**config.mk**
```make
export PLATFORM = sky130hd
export DESIGN_NAME = move_path_reader
export DESIGN_NICKNAME = d
export VERILOG_FILES = /design/src/rtl/move_path_reader_pkg.sv /design/src/rtl/move_path_reader_path_store.sv /design/src/rtl/move_path_reader.sv
export SDC_FILE = /design/constraint.sdc
export NUM_CORES = 1
export LEC_CHECK = 0
export ABC_AREA = 1
export CORE_ASPECT_RATIO = 1.4
export CORE_UTILIZATION = 40
export DETAILED_ROUTE_END_ITERATION = 16
export HOLD_SLACK_MARGIN = 0.15
export SYNTH_ARGS = -nofsm -noshare
export SYNTH_HDL_FRONTEND = slang
export SYNTH_SLANG_ARGS = --single-unit
```
**constraint.sdc**
```tcl
create_clock -name clk -period 2.8 [get_ports clk]
set_input_delay 0.28 -clock clk [delete_from_list [all_inputs] [get_ports clk]]
set_output_delay 0.28 -clock clk [all_outputs]
set_load 0.01 [all_outputs]
```
**src/rtl/move_path_reader_pkg.sv**
```systemverilog
// Shared maze types: move codes, move width and the path-reader FSM encoding.
package move_path_reader_pkg;

    localparam int unsigned MOVE_CODE_W = 2;

    typedef enum logic [MOVE_CODE_W-1:0] {
        MOVE_UP    = 2'd0,
        MOVE_RIGHT = 2'd1,
        MOVE_DOWN  = 2'd2,
        MOVE_LEFT  = 2'd3
    } move_e;

    typedef enum logic [1:0] {
        ST_IDLE   = 2'd0,
        ST_REPLAY = 2'd1,
        ST_DONE   = 2'd2
    } state_e;

endpackage

```
**src/rtl/move_path_reader_path_store.sv**
```systemverilog
// Path entry array: one write/overwrite port, one asynchronous read port.
module path_store
    import move_path_reader_pkg::*;
#(
    parameter int unsigned DEPTH  = 16,
    parameter int unsigned MOVE_W = MOVE_CODE_W,
    localparam int unsigned IDX_W = $clog2(DEPTH)
) (
    input  logic              clk,
    input  logic              wrEn,
    input  logic [IDX_W-1:0]  wrAddr,
    input  logic [MOVE_W-1:0] wrData,
    input  logic [IDX_W-1:0]  rdAddr,
    output logic [MOVE_W-1:0] rdData
);

    // Contents are not reset; count==0 hides any stale entries.
    logic [MOVE_W-1:0] mem [DEPTH];

    always_ff @(posedge clk) begin
        if (wrEn) begin
            mem[wrAddr] <= wrData;
        end
    end

    assign rdData = mem[rdAddr];

endmodule

```
**src/rtl/move_path_reader.sv**
```systemverilog
// Solver path buffer: push/pop moves while idle, then replay them oldest-first
// over a valid/ready stream without disturbing the stored path.
module move_path_reader
    import move_path_reader_pkg::*;
#(
    parameter int unsigned DEPTH  = 16,
    parameter int unsigned MOVE_W = MOVE_CODE_W,
    localparam int unsigned IDX_W = $clog2(DEPTH),
    localparam int unsigned CNT_W = $clog2(DEPTH) + 1
) (
    input  logic              clk,
    input  logic              rst_n,
    input  logic              push,
    input  logic              pop,
    input  logic [MOVE_W-1:0] move_in,
    input  logic              clear,
    input  logic              start_replay,
    input  logic              out_ready,
    output logic              out_valid,
    output logic [MOVE_W-1:0] move_out,
    output logic              replay_done,
    output logic [CNT_W-1:0]  count,
    output logic              full,
    output logic              empty,
    output logic              busy
);

    state_e            state;
    logic [IDX_W-1:0]  readIdx;
    logic [CNT_W-1:0]  countNext;
    logic              isIdle;
    logic              takePush;
    logic              takePop;
    logic              overwrite;
    logic              wrEn;
    logic [IDX_W-1:0]  wrAddr;
    logic [IDX_W-1:0]  rdAddr;
    logic [IDX_W-1:0]  lastIdx;
    logic [MOVE_W-1:0] rdData;

    // Command priority in IDLE: start_replay > clear > push/pop.
    assign isIdle    = (state == ST_IDLE);
    assign takePush  = isIdle && push && !start_replay && !clear;
    assign takePop   = isIdle && pop && !start_replay && !clear;
    assign overwrite = takePush && takePop && !empty;
    assign wrEn      = overwrite || (takePush && !full);
    assign wrAddr    = overwrite ? IDX_W'(count - CNT_W'(1)) : IDX_W'(count);
    assign lastIdx   = IDX_W'(count - CNT_W'(1));

    // Read one entry ahead so move_out can be registered on each advance.
    assign rdAddr    = isIdle ? '0 : readIdx + IDX_W'(1);

    path_store #(
        .DEPTH  (DEPTH),
        .MOVE_W (MOVE_W)
    ) u_store (
        .clk    (clk),
        .wrEn   (wrEn),
        .wrAddr (wrAddr),
        .wrData (move_in),
        .rdAddr (rdAddr),
        .rdData (rdData)
    );

    always_comb begin
        countNext = count;
        if (isIdle && !start_replay) begin
            if (clear) begin
                countNext = '0;
            end else if (overwrite) begin
                countNext = count;
            end else if (takePush) begin
                if (!full) begin
                    countNext = count + CNT_W'(1);
                end
            end else if (takePop && !empty) begin
                countNext = count - CNT_W'(1);
            end
        end
    end

    always_ff @(posedge clk or negedge rst_n) begin
        if (!rst_n) begin
            state       <= ST_IDLE;
            readIdx     <= '0;
            count       <= '0;
            full        <= 1'b0;
            empty       <= 1'b1;
            out_valid   <= 1'b0;
            move_out    <= '0;
            replay_done <= 1'b0;
            busy        <= 1'b0;
        end else begin
            count       <= countNext;
            full        <= (countNext == CNT_W'(DEPTH));
            empty       <= (countNext == '0);
            replay_done <= 1'b0;
            case (state)
                ST_IDLE: begin
                    if (start_replay) begin
                        busy    <= 1'b1;
                        readIdx <= '0;
                        if (count != '0) begin
                            state     <= ST_REPLAY;
                            out_valid <= 1'b1;
                            move_out  <= rdData;
                        end else begin
                            state       <= ST_DONE;
                            replay_done <= 1'b1;
                        end
                    end
                end
                ST_REPLAY: begin
                    if (out_ready) begin
                        if (readIdx == lastIdx) begin
                            state       <= ST_DONE;
                            out_valid   <= 1'b0;
                            replay_done <= 1'b1;
                        end else begin
                            readIdx  <= readIdx + IDX_W'(1);
                            move_out <= rdData;
                        end
                    end
                end
                ST_DONE: begin
                    state <= ST_IDLE;
                    busy  <= 1'b0;
                end
                default: begin
                    state <= ST_IDLE;
                end
            endcase
        end
    end

endmodule

```
Word-level counts from Yosys, hierarchy flattened
Memories as Yosys holds them, arrays and structs flattened. Index checks and enable logic that the tools add are counted.

Mux-type cells: 36. Reduce and logical (&&, ||, !) cells: 26. Equality and inequality tests: 9. Add/subtract/negate cells: 3.

Operators with widths (number): $mux W5 (6); $mux W4 (5); $mux W2 (8); $logic_and A1 B1 Y1 (11); $mux W1 (11); $reduce_and A5 Y1 (2); $ne A2 B2 Y1 const B (4); $pmux W2 S2 (2); $pmux W4 S2 (1); $pmux W1 S2 (3); $add A5 B1 Y5 const B (1); $eq A5 B5 Y1 const B (1); $logic_not A5 Y1 (1); $reduce_bool A5 Y1 (1); $sub A5 B1 Y5 const B (1); $add A4 B1 Y4 const B (1); $eq A4 B4 Y1 (1); $logic_not A1 Y1 (4); $reduce_and A4 Y1 (1); $reduce_bool A2 Y1 (2); $reduce_and A3 Y1 (1); $eq A2 B1 Y1 const B (1); $eq A2 B2 Y1 const B (1); $logic_not A2 Y1 (1); 3 further kinds (3).

Output and inout bits: 12. Bits in registers: 18. Bits in writable memories: 32. Input port bits: 9. Memories: 1.

Memories: u_store.mem (words 16, bits a word 2, rd ports 1, clocked after Yosys merged registers in 0, write ports 1, RTL line move_path_reader_path_store.sv:18) `logic [MOVE_W-1:0] mem [DEPTH];`.

Depth between registers and ports, before layout
Word-level depth: 11. Gate-level depth with buffers: 14. Gate-level depth less buffers: 13.

By module
Synthesis repeated with hierarchy kept, for this count alone.

Cells, all modules: 343. Area total of the unflattened synthesis: 2825.2 um^2.

Modules (own cells, without submodules): path_store (cells an instance 157, instances 1, area each 1491.4 um^2); move_path_reader (cells an instance 186, instances 1, area each 1333.8 um^2).

Least setup slack after synthesis
No wires, ideal clock.

Path type: flip-flop to flip-flop. Start point: reg count[0]. End point: reg move_out[0]. Arrival time: 1805 ps. Data required time: 2683 ps. Cell stages (with the launch flop): 11. Setup slack: 878 ps. Library setup time: 117 ps. Path through: dfrtp_1 > inv_1 > ha_1 > xor2_1 > nand3_1 > nor2_1 > nand2_1 > o21ai_0 > inv_1 > nand2_1 > nand2_1.

Longest elaborated chain between the ends: 4. Elaborated cells between the ends (all ways): 6.

Ends and longest elaborated chain: start, declared (RTL line move_path_reader.sv:22) `output logic [CNT_W-1:0] count,`; start signal, assigned (RTL line move_path_reader.sv:94) `count <= countNext;`; $sub A5 B1 Y5; $eq A4 B4 Y1 (RTL line move_path_reader.sv:115) `if (readIdx == lastIdx) begin`; $ne A2 B2 Y1 (no source line); $reduce_and A5 Y1 (no source line) (*); end signal, assigned (RTL line move_path_reader.sv:106) `move_out <= rdData;`; end signal, assigned (RTL line move_path_reader.sv:121) `move_out <= rdData;`; end, declared (RTL line move_path_reader.sv:20) `output logic [MOVE_W-1:0] move_out,`.

Mark *: on every way between the ends. The rest lies on a longest branch, timed or not. A chain may end at the register's enable or synchronous reset.

Final worst setup path
Start point: reg count[1]. End point: reg move_out[0].

Same word-level chain as after synthesis.

==> summary.md <==
| Metric | Value |
|---|---|
| Nets | 341 |
| Hold WC Path Type | in -> async |
| DR vias/cell | 5.165 |
| VDD IR max | 0.0005670 V |
| Yosys reg bits | 50 |
| Post-CTS Setup Inserts | 0 |
| Area leader, netlist | edfxtp_1 |
| Number of flops mapped to enable cells by yosys | 32 |
| Worst Clk Skew | 0.008207 ns |
| Top delay family on crit path | flip-flops |
| Num CTS Buffers | 5 |
| # resized after CTS | 0 |
| Mapped Avg Cell Area | 8.858 um^2 |
| Combinational share of power | 51.5% |
| Slew headroom | 43.14% |
| Clock Latency Late Sink | 0.30 ns |
| CP max stage cell | dfrtp_1 |
| Yosys top cell area share | 35.92% |
| Setup Crit Path Kind | reg -> reg |
| Worst-path maximum fanout | 7 |
| Gr ovfl total | 0 |
| Final hold violations | 0 |
| Crit. End Element | flop |
| Pin count of the biggest net entering global routing | 19 |
| Fillcell total | 598 |
| CTS clk-pin slew, worst paths | 0.09 ns |
| Final Cycle Share | 80.15% |
| Setup-failing EPs final | 0 |
| Area growth from synthesis to layout | 15.01% |
| Switching Fraction | 43.24% |
| Port buffer count | 20 |
| Total GRT Usage | 19.48% |
| CP Data Arrival Time | 2.45 ns |
| Initial antenna violation count | 0 |
| Post-layout minimum cycle time | 2.244 ns |
| Mapped cell area | 2675 um^2 |
| TritonCTS clock tree | built |
| Clock group share of total power | 16.2% |
| Worst slew pin tran | 0.8502 ns |
| Row count | 34 |
| Reg power frac | 32.4% |
| Drt first-iter violations | 66 |
| Fin Setup TNS | 0 ns |
| CORE AREA | 6339 um^2 |
| Multi-input combinational cell area | 1121 um^2 |
| FF+latch area | 1413 um^2 |
| Routability cong. | 0.9134 |
| Crit-path most repeated cell | nand2_1 |
| NetSw | 1353 uW |
| Power Internal | 1776 uW |
| Prevailing post-synth register cell | edfxtp_1 |
| Pwr per Cell Area | 1017 nW/um^2 |
| Post-Route WL | 6098 um |
| Routed vias | 2071 |
| YS warnings | 0 |
| Die height | 98.76 um |
| Post-Synthesis Cells | 302 |
| Die area | 7023 um^2 |
| Leak pwr | 0.001305 uW |
| Register area share after synthesis | 52.81% |
| Detailed placement HPWL | 4677 um |
| # H-tree levels | 2 |
| Library cells used by synthesis | 31 |
| Vias in the first global route | 2142 |
| Diode count | 0 |
| Crit-path cells | inv_1 > ha_1 > xor2_1 > nand3_1 > nor2_1 > nand2_1 > o21ai_0 > inv_1 > nand2_1 > nand2_1 |
| Layout cells sized above 1 | 10.33% |
| 1st-pass router iterations | 4 |
| CP max stage delay | 0.47 ns |
| CP Depth | 10 |
| Synth cell count leaders | 71 x nand2_1, 36 x nor2_1, 32 x edfxtp_1, 32 x inv_1, 31 x nand3_1 |
| R2r worst-path depth | 10 |
| First-pass GRT wire length | 10390 um |
| Max-slew violations | 0 |
| # DRC | 0 |
| Outcome | complete, no violations |
| Hold_buf cts | 0 |
| Hold slack | 0.4548 ns |
| IO Count | 21 |
| Starting Density | 42.20% |
| Area contributors post-synth | edfxtp_1 36%, dfrtp_1 16%, nand2_1 10% |
| Max clock buf depth | 2 |
| Clock sink count | 50 |
| Critical path buffers and inverters | 2 |
| Required @ worst endpoint | 3.00 ns |
| Most common cell in the synthesized netlist | nand2_1 |
| FMAX | 445.6 MHz |
| Unrepaired setup endpoints after global routing | false |
| Post-Syn Nets | 315 |
| CP startpoint kind | flop |
| Routed length per placed instance | 15.21 um |
| Die width | 71.12 um |
| Asr flop ratio synth | 36.00% |
| Post-route ant nets | 0 |
| Max Cap Viol | 0 |
| CTS root buf | clkbuf_8 |
## power by group through the flow
| stage | combinational, uW | sequential [uW] | clock [uW] |
|---|---|---|---|
| 2_1_floorplan | 1070 | 1040 | 0 |
| 3_3_place_gp | 1600 | 1030 | 0 |
| 3_5_place_dp | 1620 | 1030 | 0 |
| 4_1_cts | 1630 | 1010 | 515 |
| 5_1_grt | 1820 | 1030 | 547 |
| 6_report | 1610 | 1010 | 506 |
## kinds of logic (layout without fill, tap and decap cells)
family | Yosys count | count (layout) | share of synthesized area, %
adder cells (fa/ha/maj) | 4 | 4 | 1.871
AND/OR/NAND/NOR | 161 | 161 | 27.13
buffers and inverters | 37 | 64 | 5.285
AO/OA/AOI/OAI | 42 | 42 | 10.01
XOR/XNOR | 8 | 8 | 2.900
flip-flops | 50 | 50 | 52.81
## sequential cells by signal (all words and copies together) (netlist names)
signal and count:
u_store.mem 32, count 5, readIdx 4, move_out 2, state 2, busy 1, empty 1, full 1
out_valid 1, replay_done 1
## through the flow
| step | utilization (%) | instance area [um^2] | setup slack, ns | total power, uW | std cells |
|---|---|---|---|---|---|
| floorplan | - | 2675 | 0.8783 | 2107 | 302 |
| global placement | 46.80 | 2967 | 0.5220 | 2631 | 393 |
| detailed placement | 46.80 | 2967 | 0.4650 | 2649 | 393 |
| CTS | 48.54 | 3077 | 0.5766 | 3154 | 401 |
| global route | 48.54 | 3077 | 0.3328 | 3398 | 401 |
| finish | 48.54 | 3077 | 0.5559 | 3129 | 401 |
## area by class of cell
type | count | share of cell area (%)
Clock inverter | 2 | 1.220
Sequential cell | 50 | 45.91
Tap cell | 72 | 2.928
Multi-Input combinational cell | 215 | 36.44
Clock buffer | 6 | 2.359
Timing Repair Buffer | 22 | 6.995
Inverter | 34 | 4.148
## worst paths after layout
path / from / to / slack [ns]
max: count[1] / move_out[0] / 0.56
min: rst_n / move_out[1] / 0.45
max reg2reg: count[1] / move_out[0] / 0.56
min reg2reg: readIdx[3] / readIdx[3] / 0.48
max in group asynchronous: rst_n / count[3] / 1.82
min in group clk: readIdx[3] / readIdx[3] / 0.48
## worst register-to-register path, cell delays in order, from the launching register on
cell	delay [ns]
dfrtp_1	0.47
inv_1	0.17
ha_1	0.42
xor2_1	0.16
nand3_1	0.08
nor2_1	0.11
nand2_1	0.11
o21ai_0	0.38
inv_1	0.10
nand2_1	0.09
nand2_1	0.05
## placed cells by master (no fill, tap or decap), types with 2 or more instances in the layout
master,netlist,layout
a31oi_1,2,2
nand2_1,71,71
o211ai_1,17,17
dfrtp_1,17,17
ha_1,4,4
a21oi_1,10,10
edfxtp_1,32,32
clkdlybuf4s50_1,0,20
o21ai_2,2,2
buf_4,0,2
inv_1,32,32
o21ai_1,2,2
nand3_1,31,31
nor2_4,2,2
nor2_1,36,36
or2_2,14,14
clkbuf_8,0,5
xor2_1,6,6
o21ai_0,7,7
inv_2,2,2
## routing by layer
| layer | wire [um] | global-route usage, % | vias up |
|---|---|---|---|
| met4 | 180 | 8.769 | 0 |
| li1 | - | - | 1061 |
| met1 | 2494 | 21.61 | 961 |
| met3 | 161 | 3.374 | 14 |
| met2 | 3262 | 35.87 | 35 |
| met5 | 0 | 0 | - |
(Power assumes the default switching activity.)
